===== config.mk =====
export PLATFORM = sky130hd
export DESIGN_NAME = keccak_padder
export DESIGN_NICKNAME = d
export VERILOG_FILES = /design/src/rtl/keccak_pkg.sv /design/src/rtl/keccak_pad_word.sv /design/src/rtl/keccak_padder.sv
export SDC_FILE = /design/constraint.sdc
export NUM_CORES = 1
export LEC_CHECK = 0
export CORE_MARGIN = 2
export CORE_UTILIZATION = 39
export CTS_CLUSTER_DIAMETER = 40
export DETAILED_ROUTE_END_ITERATION = 16
export PLACE_DENSITY = 0.8
export SETUP_SLACK_MARGIN = 0.1
export SLEW_MARGIN = 10
export SYNTH_ARGS = -nofsm -noshare
export SYNTH_HDL_FRONTEND = slang
export SYNTH_SLANG_ARGS = --single-unit

===== constraint.sdc =====
create_clock -name clk -period 1.8 [get_ports clk]
set_input_delay 0.18 -clock clk [delete_from_list [all_inputs] [get_ports clk]]
set_output_delay 0.18 -clock clk [all_outputs]
set_load 0.005 [all_outputs]

===== src/rtl/keccak_pkg.sv =====
`default_nettype none
// ============================================================================
//  Module      : keccak_pkg
//  Description : Shared types and constants for the Keccak absorb front end:
//                padder state encoding, domain-suffix bytes, rate sizes.
//  Revision    : 1.0  initial release
// ============================================================================
package keccak_pkg;

    typedef enum logic [1:0] {
        ABSORB = 2'd0,
        PAD    = 2'd1,
        WAIT   = 2'd2
    } padder_state_t;

    localparam logic [7:0] SUFFIX_SHAKE = 8'h1F;
    localparam logic [7:0] SUFFIX_SHA3  = 8'h06;

    localparam int RATE_LANES_SHAKE128 = 21;
    localparam int RATE_LANES_SHAKE256 = 17;

endpackage
`default_nettype wire


===== src/rtl/keccak_pad_word.sv =====
`default_nettype none
// ============================================================================
//  Module      : keccak_pad_word
//  Description : Combinational lane formatter. Keeps the first i_nbytes bytes
//                of i_data, zeroes the rest, optionally drops the suffix byte
//                at index i_nbytes and ORs 0x80 into the top byte.
//  Revision    : 1.0  initial release
// ============================================================================
module keccak_pad_word #(
    parameter int         WIDTH  = 64,
    parameter logic [7:0] SUFFIX = 8'h1F
) (
    input  logic [WIDTH-1:0]            i_data,
    input  logic [$clog2(WIDTH/8):0]    i_nbytes,
    input  logic                        i_suffix_en,
    input  logic                        i_final_en,
    output logic [WIDTH-1:0]            o_lane
);

    localparam int c_NB = WIDTH / 8;
    localparam int c_BW = $clog2(c_NB) + 1;

    for (genvar i = 0; i < c_NB; i++) begin : g_byte
        localparam logic [c_BW-1:0] c_IDX = c_BW'(i);
        logic [7:0] w_keep;
        logic [7:0] w_sfx;
        logic [7:0] w_fin;

        // byte i: message byte if below the valid count, suffix exactly at the count
        always_comb begin
            w_keep = (c_IDX < i_nbytes) ? i_data[8*i +: 8] : 8'h00;
            w_sfx  = (i_suffix_en && (c_IDX == i_nbytes)) ? SUFFIX : 8'h00;
            w_fin  = (i_final_en && (i == c_NB - 1)) ? 8'h80 : 8'h00;
        end

        assign o_lane[8*i +: 8] = w_keep | w_sfx | w_fin;
    end

endmodule
`default_nettype wire


===== src/rtl/keccak_padder.sv =====
`default_nettype none
// ============================================================================
//  Module      : keccak_padder
//  Description : Stream front end of the Keccak absorb path. Accepts message
//                words, applies pad10*1 with a domain suffix, emits one lane
//                per cycle into the lane buffer and presents each full rate
//                block until the permutation acknowledges it.
//                Optional macro KECCAK_PADDER_STATS_EN enables block_count.
//  Revision    : 1.0  initial release
// ============================================================================
module keccak_padder
    import keccak_pkg::*;
#(
    parameter int         WIDTH      = 64,
    parameter int         RATE_LANES = 17,
    parameter logic [7:0] SUFFIX     = SUFFIX_SHAKE
) (
    input  logic                        clk,
    input  logic                        rst,
    input  logic                        in_valid,
    output logic                        in_ready,
    input  logic [WIDTH-1:0]            in_data,
    input  logic                        in_last,
    input  logic [$clog2(WIDTH/8):0]    in_bytes,
    output logic                        out_en,
    output logic [WIDTH-1:0]            out_data,
    output logic                        block_valid,
    output logic                        block_last,
    input  logic                        block_ack,
    output logic [31:0]                 block_count
);

    localparam int c_NB = WIDTH / 8;
    localparam int c_BW = $clog2(c_NB) + 1;
    localparam int c_LW = (RATE_LANES > 1) ? $clog2(RATE_LANES) : 1;
    localparam logic [c_LW-1:0] c_LAST_LANE = c_LW'(RATE_LANES - 1);
    localparam logic [c_BW-1:0] c_FULL      = c_BW'(c_NB);

    padder_state_t      r_state, w_state_nxt;
    logic [c_LW-1:0]    r_lane_cnt, w_lane_nxt;
    logic               r_out_en;
    logic [WIDTH-1:0]   r_out_data;
    logic               r_block_valid, w_bv_nxt;
    logic               r_block_last, w_bl_nxt;
    logic               r_sfx_pend, w_sfx_pend_nxt;   // suffix byte still owed
    logic               r_pad_pend, w_pad_pend_nxt;   // message ended, 0x80 not yet emitted
    logic               r_final, w_final_nxt;         // current block carries the 0x80

    logic               w_emit;
    logic               w_ack;
    logic               w_at_last;
    logic [WIDTH-1:0]   w_pw_data;
    logic [c_BW-1:0]    w_pw_nbytes;
    logic               w_pw_sfx;
    logic               w_pw_fin;
    logic [WIDTH-1:0]   w_pw_lane;

    assign w_at_last = (r_lane_cnt == c_LAST_LANE);
    assign in_ready  = rst && (r_state == ABSORB);

    keccak_pad_word #(
        .WIDTH  (WIDTH),
        .SUFFIX (SUFFIX)
    ) u_pad_word (
        .i_data      (w_pw_data),
        .i_nbytes    (w_pw_nbytes),
        .i_suffix_en (w_pw_sfx),
        .i_final_en  (w_pw_fin),
        .o_lane      (w_pw_lane)
    );

    // next-state, lane formatting controls and flag updates
    always_comb begin
        w_state_nxt    = r_state;
        w_lane_nxt     = r_lane_cnt;
        w_emit         = 1'b0;
        w_ack          = 1'b0;
        w_pw_data      = in_data;
        w_pw_nbytes    = c_FULL;
        w_pw_sfx       = 1'b0;
        w_pw_fin       = 1'b0;
        w_sfx_pend_nxt = r_sfx_pend;
        w_pad_pend_nxt = r_pad_pend;
        w_final_nxt    = r_final;
        w_bv_nxt       = r_block_valid;
        w_bl_nxt       = r_block_last;

        case (r_state)
            ABSORB: begin
                if (in_valid) begin
                    w_emit = 1'b1;
                    if (in_last && (in_bytes < c_FULL)) begin
                        // partial final word: suffix goes in-line
                        w_pw_nbytes    = in_bytes;
                        w_pw_sfx       = 1'b1;
                        w_pw_fin       = w_at_last;
                        w_sfx_pend_nxt = 1'b0;
                        if (w_at_last) begin
                            w_final_nxt    = 1'b1;
                            w_pad_pend_nxt = 1'b0;
                            w_state_nxt    = WAIT;
                        end else begin
                            w_pad_pend_nxt = 1'b1;
                            w_state_nxt    = PAD;
                        end
                    end else if (in_last) begin
                        // full final word: suffix deferred to the next lane
                        w_sfx_pend_nxt = 1'b1;
                        w_pad_pend_nxt = 1'b1;
                        w_state_nxt    = w_at_last ? WAIT : PAD;
                    end else begin
                        w_state_nxt    = w_at_last ? WAIT : ABSORB;
                    end
                end
            end
            PAD: begin
                w_emit         = 1'b1;
                w_pw_data      = '0;
                w_pw_nbytes    = '0;
                w_pw_sfx       = r_sfx_pend;
                w_pw_fin       = w_at_last;
                w_sfx_pend_nxt = 1'b0;
                if (w_at_last) begin
                    w_final_nxt    = 1'b1;
                    w_pad_pend_nxt = 1'b0;
                    w_state_nxt    = WAIT;
                end
            end
            WAIT: begin
                // block is presented one cycle after its last lane strobe;
                // an ack only counts once the block is visible
                if (!r_block_valid) begin
                    w_bv_nxt = 1'b1;
                    w_bl_nxt = r_final;
                end else if (block_ack) begin
                    w_ack       = 1'b1;
                    w_bv_nxt    = 1'b0;
                    w_bl_nxt    = 1'b0;
                    w_final_nxt = 1'b0;
                    w_state_nxt = (r_final || !r_pad_pend) ? ABSORB : PAD;
                end
            end
            default: begin
                w_state_nxt = ABSORB;
            end
        endcase

        if (w_emit) begin
            w_lane_nxt = w_at_last ? '0 : r_lane_cnt + c_LW'(1);
        end
    end

    // state, lane counter, lane output register and block flags
    always_ff @(posedge clk) begin
        if (!rst) begin
            r_state       <= ABSORB;
            r_lane_cnt    <= '0;
            r_out_en      <= 1'b0;
            r_out_data    <= '0;
            r_block_valid <= 1'b0;
            r_block_last  <= 1'b0;
            r_sfx_pend    <= 1'b0;
            r_pad_pend    <= 1'b0;
            r_final       <= 1'b0;
        end else begin
            r_state       <= w_state_nxt;
            r_lane_cnt    <= w_lane_nxt;
            r_out_en      <= w_emit;
            if (w_emit) begin
                r_out_data <= w_pw_lane;
            end
            r_block_valid <= w_bv_nxt;
            r_block_last  <= w_bl_nxt;
            r_sfx_pend    <= w_sfx_pend_nxt;
            r_pad_pend    <= w_pad_pend_nxt;
            r_final       <= w_final_nxt;
        end
    end

    assign out_en      = r_out_en;
    assign out_data    = r_out_data;
    assign block_valid = r_block_valid;
    assign block_last  = r_block_last;

`ifdef KECCAK_PADDER_STATS_EN
    logic [31:0] r_block_count;

    // count acknowledged blocks, wrapping naturally at 2^32
    always_ff @(posedge clk) begin
        if (!rst) begin
            r_block_count <= '0;
        end else if (w_ack) begin
            r_block_count <= r_block_count + 32'd1;
        end
    end

    assign block_count = r_block_count;
`else
    assign block_count = '0;
`endif

endmodule
`default_nettype wire

==> impl_metrics.tcl <==
set metrics [dict create \
    outcome "completed" \
    netlist_instances 356 \
    finalWorstSetupSlack_ps 216 \
    kind_of_critical_path "flip-flop to flip-flop" \
    cts_hold_buf 0 \
    synth_seq_cells 77 \
    async_reset_ff_frac 0 \
    max_cap_viol_count 0 \
    critPathRequiredTime_ps 2040 \
    seq_area_frac_synth 0.474 \
    fp.coreArea_um2 8130 \
    holdCritPathClass "input port to flip-flop" \
    drt_drc 0 \
    drtAntennaViolNets 0 \
    insertedDiodeCount 0 \
    gp_congestion 0.892 \
    synth.lib_cells_used.distinct 49 \
    synth-edff-count 0 \
    seq_power_share 0.455 \
    hold_slack_ps 381 \
    power_density_over_the_cells_nw_per_um2 827 \
    ctsLongestPathBuffers 2 \
    max_clock_freq_mhz 631 \
    layout_worst_path_cycle_share 0.880 \
    largest_net_degree_at_the_start_of_global_routing 29 \
    endpoint_kind "flip-flop" \
    chipWidth_um 95.3 \
    worst_ep_arrival_time_ps 1820 \
    initial_core_utilization 0.400 \
    avgViaCountPerCell 4.92 \
    final_instance_count_without_filler_cells 621 \
    syn-mean-instance-area_um2 9.13 \
    dominantRegCellSynth "dfxtp_1" \
    num_rows 33 \
    cts.sink_count 77 \
    ctsResizeCount 1 \
    netlist_area_um2 3250 \
    share_of_post_route_cells_with_drive_strength_above_1 0.107 \
    worstSkewPairLatency_ps 350 \
    maxSlewViolCount 0 \
    grt.total_usage 0.200 \
    num_vias 3056 \
    p_sw_mw 0.990 \
    inst_count_dp 605 \
    num-nets-final 586 \
    period_minus_slack_ps 1580 \
    clkSlewWorstSetupHoldPaths_ps 80 \
    gr-total-overflow 0 \
    critical_path.max_fanout 13 \
    leakagePower_nw 2.04 \
    kind_of_start_point_of_the_critical_path "flip-flop" \
    cell_int_power_mw 3.15 \
    tritoncts_clock_tree "done" \
    areaGrowthSynthToFinish_pct 53.9 \
    fill_cells 667 \
    h-tree-depth 3 \
    place_ws_ps -24.4 \
    buffer_ports.inserted 140 \
    grt_antenna_before_repair 0 \
    timing_hold_violations_final 0 \
    postCtsSetupBuffers 0 \
    multi_input_comb_area_um2 1460 \
    die-height_um 95.3 \
    firstDrtPassIters 4 \
    grt_pass1_vias 2934 \
    combPwrFrac 0.193 \
    finalSetupViolations 0 \
    number_of_buffers_created_by_cts 9 \
    die_area_um2 9080 \
    route.final.wire_length_um 9140 \
    dp.final_hpwl_um 6900 \
    clk_root_buffer_cell "clkbuf_8" \
    finalInstanceArea_um2 5010 \
    area.sequential_um2 1540 \
    switching_share 0.239 \
    grt_setup_unrepaired "false" \
    synth.yosys.warnings 0 \
    first_pass_grt_wire_length_um 14200 \
    wl_per_cell_um 14.7 \
    ioPinCount 173 \
    pwr-share-clk 0.351 \
    power.ir.vdd_worst_uv 407 \
    skew_ps 9.12 \
    dr.first_iter.drc_count 149 \
    dpl_cell_area_um2 4780 \
]
[layer usage]
layer | GRT usage | vias to the layer above | part of all wire
met3 | 0.0395 | 10 | 0.067
li1 | - | 1514 | -
met4 | 0.0700 | 0 | 0.010
met1 | 0.247 | 1431 | 0.42
met5 | 0 | - | 0
met2 | 0.347 | 101 | 0.50
[per-stage QoR]
step / setup TNS, ps / total power, mW / utilization
floorplan: 0 / 2.27 / -
global placement: 0 / 2.70 / 0.588
detailed placement: -128 / 2.72 / 0.588
CTS: 0 / 4.17 / 0.615
global route: 0 / 4.33 / 0.615
finish: 0 / 4.14 / 0.615
[state kept, by name, indices dropped and copies added (netlist names)]
register     count
out_en           1
r_lane_cnt       5
r_sfx_pend       1
block_valid      1
r_final          1
r_state          2
out_data        64
block_last       1
r_pad_pend       1
[Yosys cell counts, types with 4 or more instances]
library cell | number | area, um2
a221o_1 | 5 | 50.1
o21ai_0 | 25 | 125
dfxtp_1 | 77 | 1540
a32oi_1 | 4 | 35.0
nor2b_1 | 4 | 25.0
nand2_1 | 49 | 184
clkbuf_1 | 8 | 30.0
a21oi_1 | 29 | 145
inv_1 | 9 | 33.8
a22oi_1 | 5 | 37.5
nand4_1 | 4 | 25.0
nor2_1 | 25 | 93.8
a22o_1 | 20 | 175
o22ai_1 | 5 | 31.3
buf_4 | 33 | 248
buf_2 | 8 | 40.0
o221a_2 | 5 | 56.3
[cell type report]
class	count	share of cell area
repair buffers	163	0.322
flip-flops and latches	77	0.308
multi-input cells	251	0.292
clock buffers	12	0.0310
well taps	105	0.0262
clock inverters	4	0.0140
inverters	9	0.00675
[critical path: stages (launching register included)]
cell and delay (ps):
dfxtp_1 590, o21bai_2 210, nor2_1 70, a21boi_2 170, buf_12 140, a221o_1 290
[worst paths after layout]
kind                    from            to  cells after the start  slack (ps)
setup / recovery  r_state[1]  out_data[20]                      5         220
hold / removal    in_data[2]   out_data[2]                      3         380
setup reg to reg  r_state[1]  out_data[20]                      5         220
hold reg to reg   r_sfx_pend    r_sfx_pend                      2         470
[power groups by stage]
stage	registers, mW	clock network, mW	logic [mW]
after detailed placement	1.92	0	0.801
final	1.88	1.45	0.800
after CTS	1.88	1.48	0.805
after global placement	1.92	0	0.785
after floorplan	1.92	0	0.344
after global routing	1.90	1.56	0.875
[layout by cell type (no fill, tap or decap), drive strengths merged, types with 2 or more instances in the layout]
cell	instances
o221a	5
o22ai	5
a22oi	5
a22o	20
clkdlybuf4s50	139
o211ai	2
inv	9
nor2b	4
xor2	3
a31oi	3
nand3	3
bufinv	2
nor3b	2
a21oi	30
conb	32
o21ai	26
clkinv	2
nor3	2
o21a	2
buf	23
clkbuf	12
nand2	50
a32oi	5
a221o	5
ha	2
nand4	4
nor2	26
dfxtp	77
[logic make-up (layout without fill, tap and decap cells)]
kind of cell / Yosys count / after routing / synth area share
buf+inv: 59 / 188 / 0.112
compound gates: 116 / 116 / 0.254
other cells: 1 / 32 / 0.00115
xor+xnor: 3 / 3 / 0.00808
simple gates: 98 / 98 / 0.144
fa+ha+maj: 2 / 2 / 0.00769
flops: 77 / 77 / 0.474
Note: power is estimated with default switching activity, not from simulation.
